### config.mk
export PLATFORM = sky130hd
export DESIGN_NAME = core_sequencer_flat
export DESIGN_NICKNAME = d
export VERILOG_FILES = /design/src/rtl/core_sequencer_if.sv /design/src/rtl/core_sequencer.sv /design/src/flat_wrapper.sv
export SDC_FILE = /design/constraint.sdc
export NUM_CORES = 1
export LEC_CHECK = 0
export BUFFER_PORTS_ARGS = -buffer_cell sky130_fd_sc_hd__buf_2
export CAP_MARGIN = 20
export CORE_ASPECT_RATIO = 2
export CORE_MARGIN = 3
export CORE_UTILIZATION = 47
export CTS_BUF_LIST = sky130_fd_sc_hd__clkbuf_2
export DETAILED_ROUTE_END_ITERATION = 12
export PLACE_DENSITY_LB_ADDON = 0.05
export SYNTH_ARGS = -nofsm -noshare
export SYNTH_HDL_FRONTEND = slang
export SYNTH_SLANG_ARGS = --single-unit
### constraint.sdc
create_clock -name clk -period 1.8 [get_ports clk]
set_clock_uncertainty 0.05 [all_clocks]
set_input_delay 0.36 -clock clk [delete_from_list [all_inputs] [get_ports clk]]
set_output_delay 0.36 -clock clk [all_outputs]
set_load 0.005 [all_outputs]
### src/rtl/core_sequencer_if.sv
// rtl/core_sequencer_if.sv - instruction/data memory handshake bundle for core_sequencer
interface core_sequencer_if;
  logic imem_req;
  logic imem_ready;
  logic dmem_req;
  logic dmem_we;
  logic dmem_ready;

  // Sequencer side: issues requests, observes ready
  modport master (
    output imem_req,
    output dmem_req,
    output dmem_we,
    input  imem_ready,
    input  dmem_ready
  );

  // Memory side: observes requests, returns ready
  modport slave (
    input  imem_req,
    input  dmem_req,
    input  dmem_we,
    output imem_ready,
    output dmem_ready
  );
endinterface

### src/rtl/core_sequencer.sv
// rtl/core_sequencer.sv - multi-cycle RV32 control sequencer (fetch/decode/execute/mem/wb/halt)
module core_sequencer #(
  parameter logic [31:0] RESET_PC = 32'h0000_0000,
  parameter int          CNT_W    = 32
) (
  input  logic                 clk,
  input  logic                 rst_n,
  input  logic                 isALUreg,
  input  logic                 isALUimm,
  input  logic                 isBranch,
  input  logic                 isJAL,
  input  logic                 isJALR,
  input  logic                 isLUI,
  input  logic                 isAUIPC,
  input  logic                 isLoad,
  input  logic                 isStore,
  input  logic                 isSYSTEM,
  input  logic                 takeBranch,
  core_sequencer_if.master     mem,
  output logic                 irWrite,
  output logic                 pcWrite,
  output logic [1:0]           pcSel,
  output logic                 regWriteEn,
  output logic                 halted,
  output logic [CNT_W-1:0]     retired
);

  typedef enum logic [2:0] {
    S_FETCH   = 3'd0,
    S_DECODE  = 3'd1,
    S_EXECUTE = 3'd2,
    S_MEM     = 3'd3,
    S_WB      = 3'd4,
    S_HALT    = 3'd5
  } state_t;

  state_t             r_state;
  state_t             w_next;
  logic               r_take;
  logic [CNT_W-1:0]   r_retired;

  logic               w_imem_req;
  logic               w_ir_write;
  logic               w_dmem_req;
  logic               w_dmem_we;
  logic               w_pc_write;
  logic [1:0]         w_pc_sel;
  logic               w_reg_write;
  logic               w_halted;
  logic               w_any_class;
  logic               w_writes_rd;
  logic               w_is_mem;

  // The PC register lives in the datapath; the reset vector is carried here
  // so the whole core is configured from one place.
  logic               w_unused_reset_pc;
  assign w_unused_reset_pc = ^RESET_PC;

  assign w_any_class = isALUreg | isALUimm | isBranch | isJAL | isJALR |
                       isLUI | isAUIPC | isLoad | isStore | isSYSTEM;
  assign w_writes_rd = isALUreg | isALUimm | isLoad | isLUI | isAUIPC | isJAL | isJALR;
  assign w_is_mem    = isLoad | isStore;

  // State register
  always_ff @(posedge clk or negedge rst_n) begin
    if (!rst_n) begin
      r_state <= S_FETCH;
    end else begin
      r_state <= w_next;
    end
  end

  // Next-state and per-state strobes
  always_comb begin
    w_next      = r_state;
    w_imem_req  = 1'b0;
    w_ir_write  = 1'b0;
    w_dmem_req  = 1'b0;
    w_dmem_we   = 1'b0;
    w_pc_write  = 1'b0;
    w_pc_sel    = 2'd0;
    w_reg_write = 1'b0;
    w_halted    = 1'b0;
    case (r_state)
      S_FETCH: begin
        w_imem_req = 1'b1;
        if (mem.imem_ready) begin
          w_ir_write = 1'b1;
          w_next     = S_DECODE;
        end
      end
      S_DECODE: begin
        if (isSYSTEM || !w_any_class) begin
          w_next = S_HALT;
        end else begin
          w_next = S_EXECUTE;
        end
      end
      S_EXECUTE: begin
        w_next = w_is_mem ? S_MEM : S_WB;
      end
      S_MEM: begin
        w_dmem_req = 1'b1;
        w_dmem_we  = isStore;
        if (mem.dmem_ready) begin
          w_next = S_WB;
        end
      end
      S_WB: begin
        w_pc_write  = 1'b1;
        w_reg_write = w_writes_rd;
        if (isJALR) begin
          w_pc_sel = 2'd2;
        end else if (isJAL || (isBranch && r_take)) begin
          w_pc_sel = 2'd1;
        end
        w_next = S_FETCH;
      end
      S_HALT: begin
        w_halted = 1'b1;
      end
      default: begin
        w_next = S_FETCH;
      end
    endcase
  end

  // Branch condition is only meaningful while executing; hold it for WB
  always_ff @(posedge clk or negedge rst_n) begin
    if (!rst_n) begin
      r_take <= 1'b0;
    end else if (r_state == S_EXECUTE) begin
      r_take <= takeBranch;
    end
  end

  // Retired-instruction counter, free-running wrap
  always_ff @(posedge clk or negedge rst_n) begin
    if (!rst_n) begin
      r_retired <= '0;
    end else if (r_state == S_WB) begin
      r_retired <= r_retired + {{(CNT_W-1){1'b0}}, 1'b1};
    end
  end

  // Reset lands in FETCH, so fetch outputs are masked while reset is held
  assign mem.imem_req = w_imem_req & rst_n;
  assign irWrite      = w_ir_write & rst_n;
  assign mem.dmem_req = w_dmem_req;
  assign mem.dmem_we  = w_dmem_we;
  assign pcWrite      = w_pc_write;
  assign pcSel        = w_pc_sel;
  assign regWriteEn   = w_reg_write;
  assign halted       = w_halted;
  assign retired      = r_retired;

endmodule

### src/flat_wrapper.sv
// flat-port wrapper written by rule: the top's interface ports become plain ports
module core_sequencer_flat 
#(
  parameter logic [31:0] RESET_PC = 32'h0000_0000,
  parameter int          CNT_W    = 32
)
  (clk, rst_n, isALUreg, isALUimm, isBranch, isJAL, isJALR, isLUI, isAUIPC, isLoad, isStore, isSYSTEM, takeBranch, irWrite, pcWrite, pcSel, regWriteEn, halted, retired, mem_imem_req, mem_dmem_req, mem_dmem_we, mem_imem_ready, mem_dmem_ready);
  core_sequencer_if mem_i ();
  input  logic clk;
  input  logic rst_n;
  input  logic isALUreg;
  input  logic isALUimm;
  input  logic isBranch;
  input  logic isJAL;
  input  logic isJALR;
  input  logic isLUI;
  input  logic isAUIPC;
  input  logic isLoad;
  input  logic isStore;
  input  logic isSYSTEM;
  input  logic takeBranch;
  output logic irWrite;
  output logic pcWrite;
  output logic [1:0] pcSel;
  output logic regWriteEn;
  output logic halted;
  output logic [CNT_W-1:0] retired;
  output wire logic [$bits(mem_i.imem_req)-1:0] mem_imem_req;
  output wire logic [$bits(mem_i.dmem_req)-1:0] mem_dmem_req;
  output wire logic [$bits(mem_i.dmem_we)-1:0] mem_dmem_we;
  input wire logic [$bits(mem_i.imem_ready)-1:0] mem_imem_ready;
  input wire logic [$bits(mem_i.dmem_ready)-1:0] mem_dmem_ready;
  assign mem_imem_req = mem_i.imem_req;
  assign mem_dmem_req = mem_i.dmem_req;
  assign mem_dmem_we = mem_i.dmem_we;
  assign mem_i.imem_ready = mem_imem_ready;
  assign mem_i.dmem_ready = mem_dmem_ready;
  core_sequencer #(.RESET_PC(RESET_PC), .CNT_W(CNT_W)) u_core (.clk(clk), .rst_n(rst_n), .isALUreg(isALUreg), .isALUimm(isALUimm), .isBranch(isBranch), .isJAL(isJAL), .isJALR(isJALR), .isLUI(isLUI), .isAUIPC(isAUIPC), .isLoad(isLoad), .isStore(isStore), .isSYSTEM(isSYSTEM), .takeBranch(takeBranch), .mem(mem_i), .irWrite(irWrite), .pcWrite(pcWrite), .pcSel(pcSel), .regWriteEn(regWriteEn), .halted(halted), .retired(retired));
endmodule
=== After elaboration in Yosys (flattened, before gate mapping) ===
Cells that the tools add are included.
W data, S select, Z words.

* Input bits: 15
* Register bits: 36
* Word-level logic and storage cells: 51

* Multiplexer cells: 16
* Equal/unequal tests: 7
* Add/sub/neg operators: 1
* Reductions and logical operators: 6
* Bitwise operators: 18

{| class="wikitable"
|+ Operators with widths
! cell !! number
|-
| $add A32 B1 Y32 const B || 1
|-
| $or A1 B1 Y1 || 15
|-
| $pmux W3 S5 || 1
|-
| $mux W3 || 4
|-
| $mux W1 || 9
|-
| $eq A3 B2 Y1 const B || 2
|-
| $eq A3 B3 Y1 const B || 2
|-
| $mux W2 || 2
|-
| $ne A2 B2 Y1 const B || 2
|-
| $eq A3 B1 Y1 const B || 1
|-
| $logic_not A3 Y1 || 1
|-
| $reduce_and A3 Y1 || 1
|-
| $and A1 B1 Y1 || 2
|-
| $logic_or A1 B1 Y1 || 2
|-
| $logic_and A1 B1 Y1 || 1
|-
| $logic_not A1 Y1 || 1
|-
| $not A1 Y1 || 1
|}

=== Depth between registers and ports, before layout ===
* Word-level depth: 13
* Depth in mapped cells: 6
* Mapped depth without buffers: 5

=== Worst setup path after synthesis ===
OpenSTA, ideal clock, no wires.

* Path type: register to register
* From: register u_core.r_state[1]
* To: register u_core.r_retired[25] (netlist: u_core.retired[25])
* Arrival: 1719 ps
* Library setup time: 125 ps
* Stages on the path, launching flop included: 7
* Clock period less this slack: 1894 ps
* Path buffers: 2
* Setup slack: -94 ps
* Data required time: 1625 ps
* Cells stage by stage: dfrtp_1 -> buf_6 -> or3b_1 -> buf_6 -> nor4_4 -> nand4_1 -> xnor2_1

* Word-level cells in the longest chain between the ends: 1

{| class="wikitable"
|+ Ends and longest elaborated chain
! element !! line !! text
|-
| start: declaration || core_sequencer.sv:37 || <nowiki>state_t r_state;</nowiki>
|-
| start signal: assignment || core_sequencer.sv:69 || <nowiki>r_state <= w_next;</nowiki>
|-
| $eq A3 B3 Y1 || core_sequencer.sv:141 || <nowiki>end else if (r_state == S_WB) begin</nowiki>
|-
| end signal: assignment || core_sequencer.sv:142 || <nowiki>r_retired <= r_retired + {{(CNT_W-1){1'b0}}, 1'b1};</nowiki>
|-
| end: declaration || core_sequencer.sv:40 || <nowiki>logic [CNT_W-1:0] r_retired;</nowiki>
|}

No other way between the ends.
A chain may end at the register's enable or synchronous reset.

=== Final worst setup path ===
* From: register u_core.r_state[1]
* To: output port pcSel[1]

* Word-level cells in the longest chain between the ends: 2

{| class="wikitable"
|+ Ends and longest elaborated chain
! element !! line !! text
|-
| $eq A3 B3 Y1 || core_sequencer.sv:84 || <nowiki>case (r_state)</nowiki>
|-
| $mux W2 || core_sequencer.sv:84 ||
|-
| end: declaration || flat_wrapper.sv:24 || <nowiki>output logic [1:0] pcSel;</nowiki>
|}

No other way between the ends.

==> impl_metrics.py <==
metrics = {
    "sta": {
        "finalCritPeriodShare_pct": 108,
        "setup_viol": 6,
        "drv_slew": 0,
        "fmax_mhz": 516,
        "post-route-min-period_ns": 1.94,
        "fin_ws_ns": -0.138,
        "rsz0062_at_grt": "true",
        "finalHoldWorstSlack_ns": 0.158,
        "worst_pin_slew_ns": 0.474,
        "hold_viol": 0,
        "slew_headroom_pct": 68.2,
    },
    "power": {
        "design_power_total_mw": 2.04,
        "ir_drop_uv": 710,
        "p_leak_nw": 1.16,
        "power_density_mw_per_mm2": 894,
    },
    "drt": {
        "ant_nets": 0,
        "viasPerCell": 5.33,
        "drt-initial-drc-count": 34,
        "drc": 0,
        "drt_pass1_iterations": 4,
        "wl_um": 4150,
        "routed-via-count": 1536,
        "avgRoutedWirePerCell_um": 14.4,
    },
    "finish": {
        "final_area_mm2": 0.00229,
        "fillers": 309,
        "syn2layout_area_growth_pct": 31.0,
        "diodes": 0,
        "layout-drive-gt1-share_pct": 37.1,
        "utilization_pct": 65.5,
        "finalNetCount": 255,
    },
    "floorplan": {
        "die_w_um": 49.1,
        "core_area_mm2": 0.00349,
        "die_h_um": 92.2,
        "io_pins": 56,
        "die-area_mm2": 0.00453,
        "rows": 30,
        "initial_utilization_pct": 50.0,
    },
    "run_status": {
        "status": "finished with violations",
        "violations": "negative setup slack",
    },
    "critical_path": {
        "critPathRequiredTime_ns": 1.39,
        "reg2regPathDepth": 6,
        "path_max_fanout": 4,
        "critical_path_class": "reg -> out",
        "cp-start-kind": "flop",
        "critPathCaptureType": "output pin",
        "worstPathArrival_ns": 1.53,
    },
    "synthesis": {
        "syn-mean-instance-area_um2": 10.6,
        "synth_flop_cell": "dfrtp_1",
        "synthCells": 164,
        "synth_area_mm2": 0.00175,
        "yosys.area.top_type": "dfrtp_1",
        "synth.distinct_cells": 30,
        "synth_edf_count": 0,
        "synth_adder_area_share_pct": 0.717,
        "synth_top_family_by_area": "simple AND/OR/NAND/NOR gates",
        "ys_warn_count": 0,
        "synth.most_common_cell": "dfrtp_1",
        "synth-simple-area-share_pct": 25.6,
        "syn_nets": 180,
        "synthTopCellsByArea": "dfrtp_1 (52%), xnor2_1 (14%), nand4_1 (7.2%)",
        "synth_compound_area_share_pct": 3.30,
        "synthTopCellsByCount": "dfrtp_1 (36), xnor2_1 (27), nand4_1 (20), nand2_1 (11), nor2_1 (10)",
        "synth-xor-area-share_pct": 15.6,
        "async_flop_share_pct": 100,
        "synth-seq-area-share_pct": 51.6,
        "synth_top_area_share_pct": 51.6,
        "synth_mux_area_share_pct": 0.645,
        "synth_seq_cells": 36,
    },
    "clock_tree": {
        "cts_buffers": 5,
        "cts.reportedPaths.clkPinSlew_ns": 0.17,
        "clkLatencyLatePin_ns": 0.37,
        "root_buffer": "clkbuf_2",
        "htreeDepth": 2,
        "cts_tree": "built",
        "cts.path.max_buffers": 2,
        "cts_sinks": 36,
    },
    "worst_hold_path": {
        "hp-class": "in -> reg",
        "whs_path_depth": 2,
    },
    "global_route": {
        "grt_pass1_vias": 1545,
        "antenna_found_initial": 0,
        "grt_max_degree": 37,
        "grt_pass1_wl_um": 7080,
        "grtUsageTotal_pct": 20.1,
        "overflow": 0,
    },
    "place": {
        "dp_hpwl_um": 3250,
        "gp_congestion": 0.756,
        "portBuffers": 55,
        "placed_area_mm2": 0.00216,
    },
    "job": {
        "cap_violations": 0,
    },
}
==> cell families after synthesis <==
family	after synthesis
xor+xnor	31
mux	1
flops	36
simple gates	78
compound gates	9
buf+inv	8
fa+ha+maj	1
==> cells in the final DEF (no fill, tap or decap), drive strengths merged, types with 3 or more instances in the layout <==
master	instances
and2	6
and3	5
buf	70
clkbuf	6
dfrtp	36
inv	5
nand2	11
nand3	8
nand4	20
nor2	10
nor3	8
nor4	3
xnor2	27
xor2	4
==> registers in the layout, summed over array words and instances (netlist names) <==
signal / count
u_core.r_state: 3
u_core.r_take: 1
u_core.retired: 32
==> metal layers <==
layer | vias to the layer above | track usage, % | part of all wire [%]
met5 | - | 0 | 0
met4 | 0 | 7.13 | 1.4
met2 | 39 | 39.5 | 60
met3 | 8 | 3.74 | 3.5
li1 | 729 | - | -
met1 | 760 | 19.9 | 35
==> repair_timing <==
| action | 4_1_cts | 5_1_grt |
|---|---|---|
| endpoints found under the setup margin | 9 | 23 |
| hold buffers | 1 | 0 |
| endpoints found under the hold margin | 36 | 0 |
| pin swaps | 2 | 3 |
| buffers inserted | 1 | 0 |
| cloned | 0 | 0 |
| gates resized for setup | 6 | 9 |
==> worst max-delay path: stages, from the launching register on <==
cell     delay, ns
dfrtp_1       0.44
or3b_4        0.42
inv_2         0.08
and2_1        0.12
buf_2         0.10
==> power breakdown <==
group	internal (mW)	total, mW	switching, mW
combinational	0.365	0.706	0.341
clock	0.0972	0.363	0.265
sequential	0.897	0.976	0.0786
total	1.36	2.04	0.685
==> area by class of cell <==
cell class	instances	area, µm²	area share [%]
Sequential cell	36	901	39.4
Multi-Input combinational cell	120	847	37.1
Timing Repair Buffer	71	415	18.2
Tap cell	48	60.1	2.63
Clock buffer	6	30.0	1.31
Inverter	5	21.3	0.930
Clock inverter	2	11.3	0.493
==> per-stage QoR <==
step	std cells	TNS [ns]	setup WS (ns)
after global placement	278	0	0.0394
after floorplan	164	0	0.0312
after CTS	288	-0.651	-0.157
final	288	-0.430	-0.138
after detailed placement	278	0	0.00537
after global routing	288	-1.58	-0.229
==> path summary, 6_finish.rpt <==
kind / slack [ns] / from / end
worst max-delay path: -0.14 / u_core.r_state[1] / pcSel[1]
worst min-delay path: 0.16 / takeBranch / u_core.r_take
worst max register to register: 0.02 / u_core.r_state[1] / u_core.retired[9]
worst min register to register: 0.43 / u_core.retired[31] / u_core.retired[31]
max in group asynchronous: 0.85 / rst_n / u_core.retired[4]
min in group asynchronous: 0.53 / rst_n / u_core.retired[20]
No activity file was read; power rests on OpenSTA's default activity.
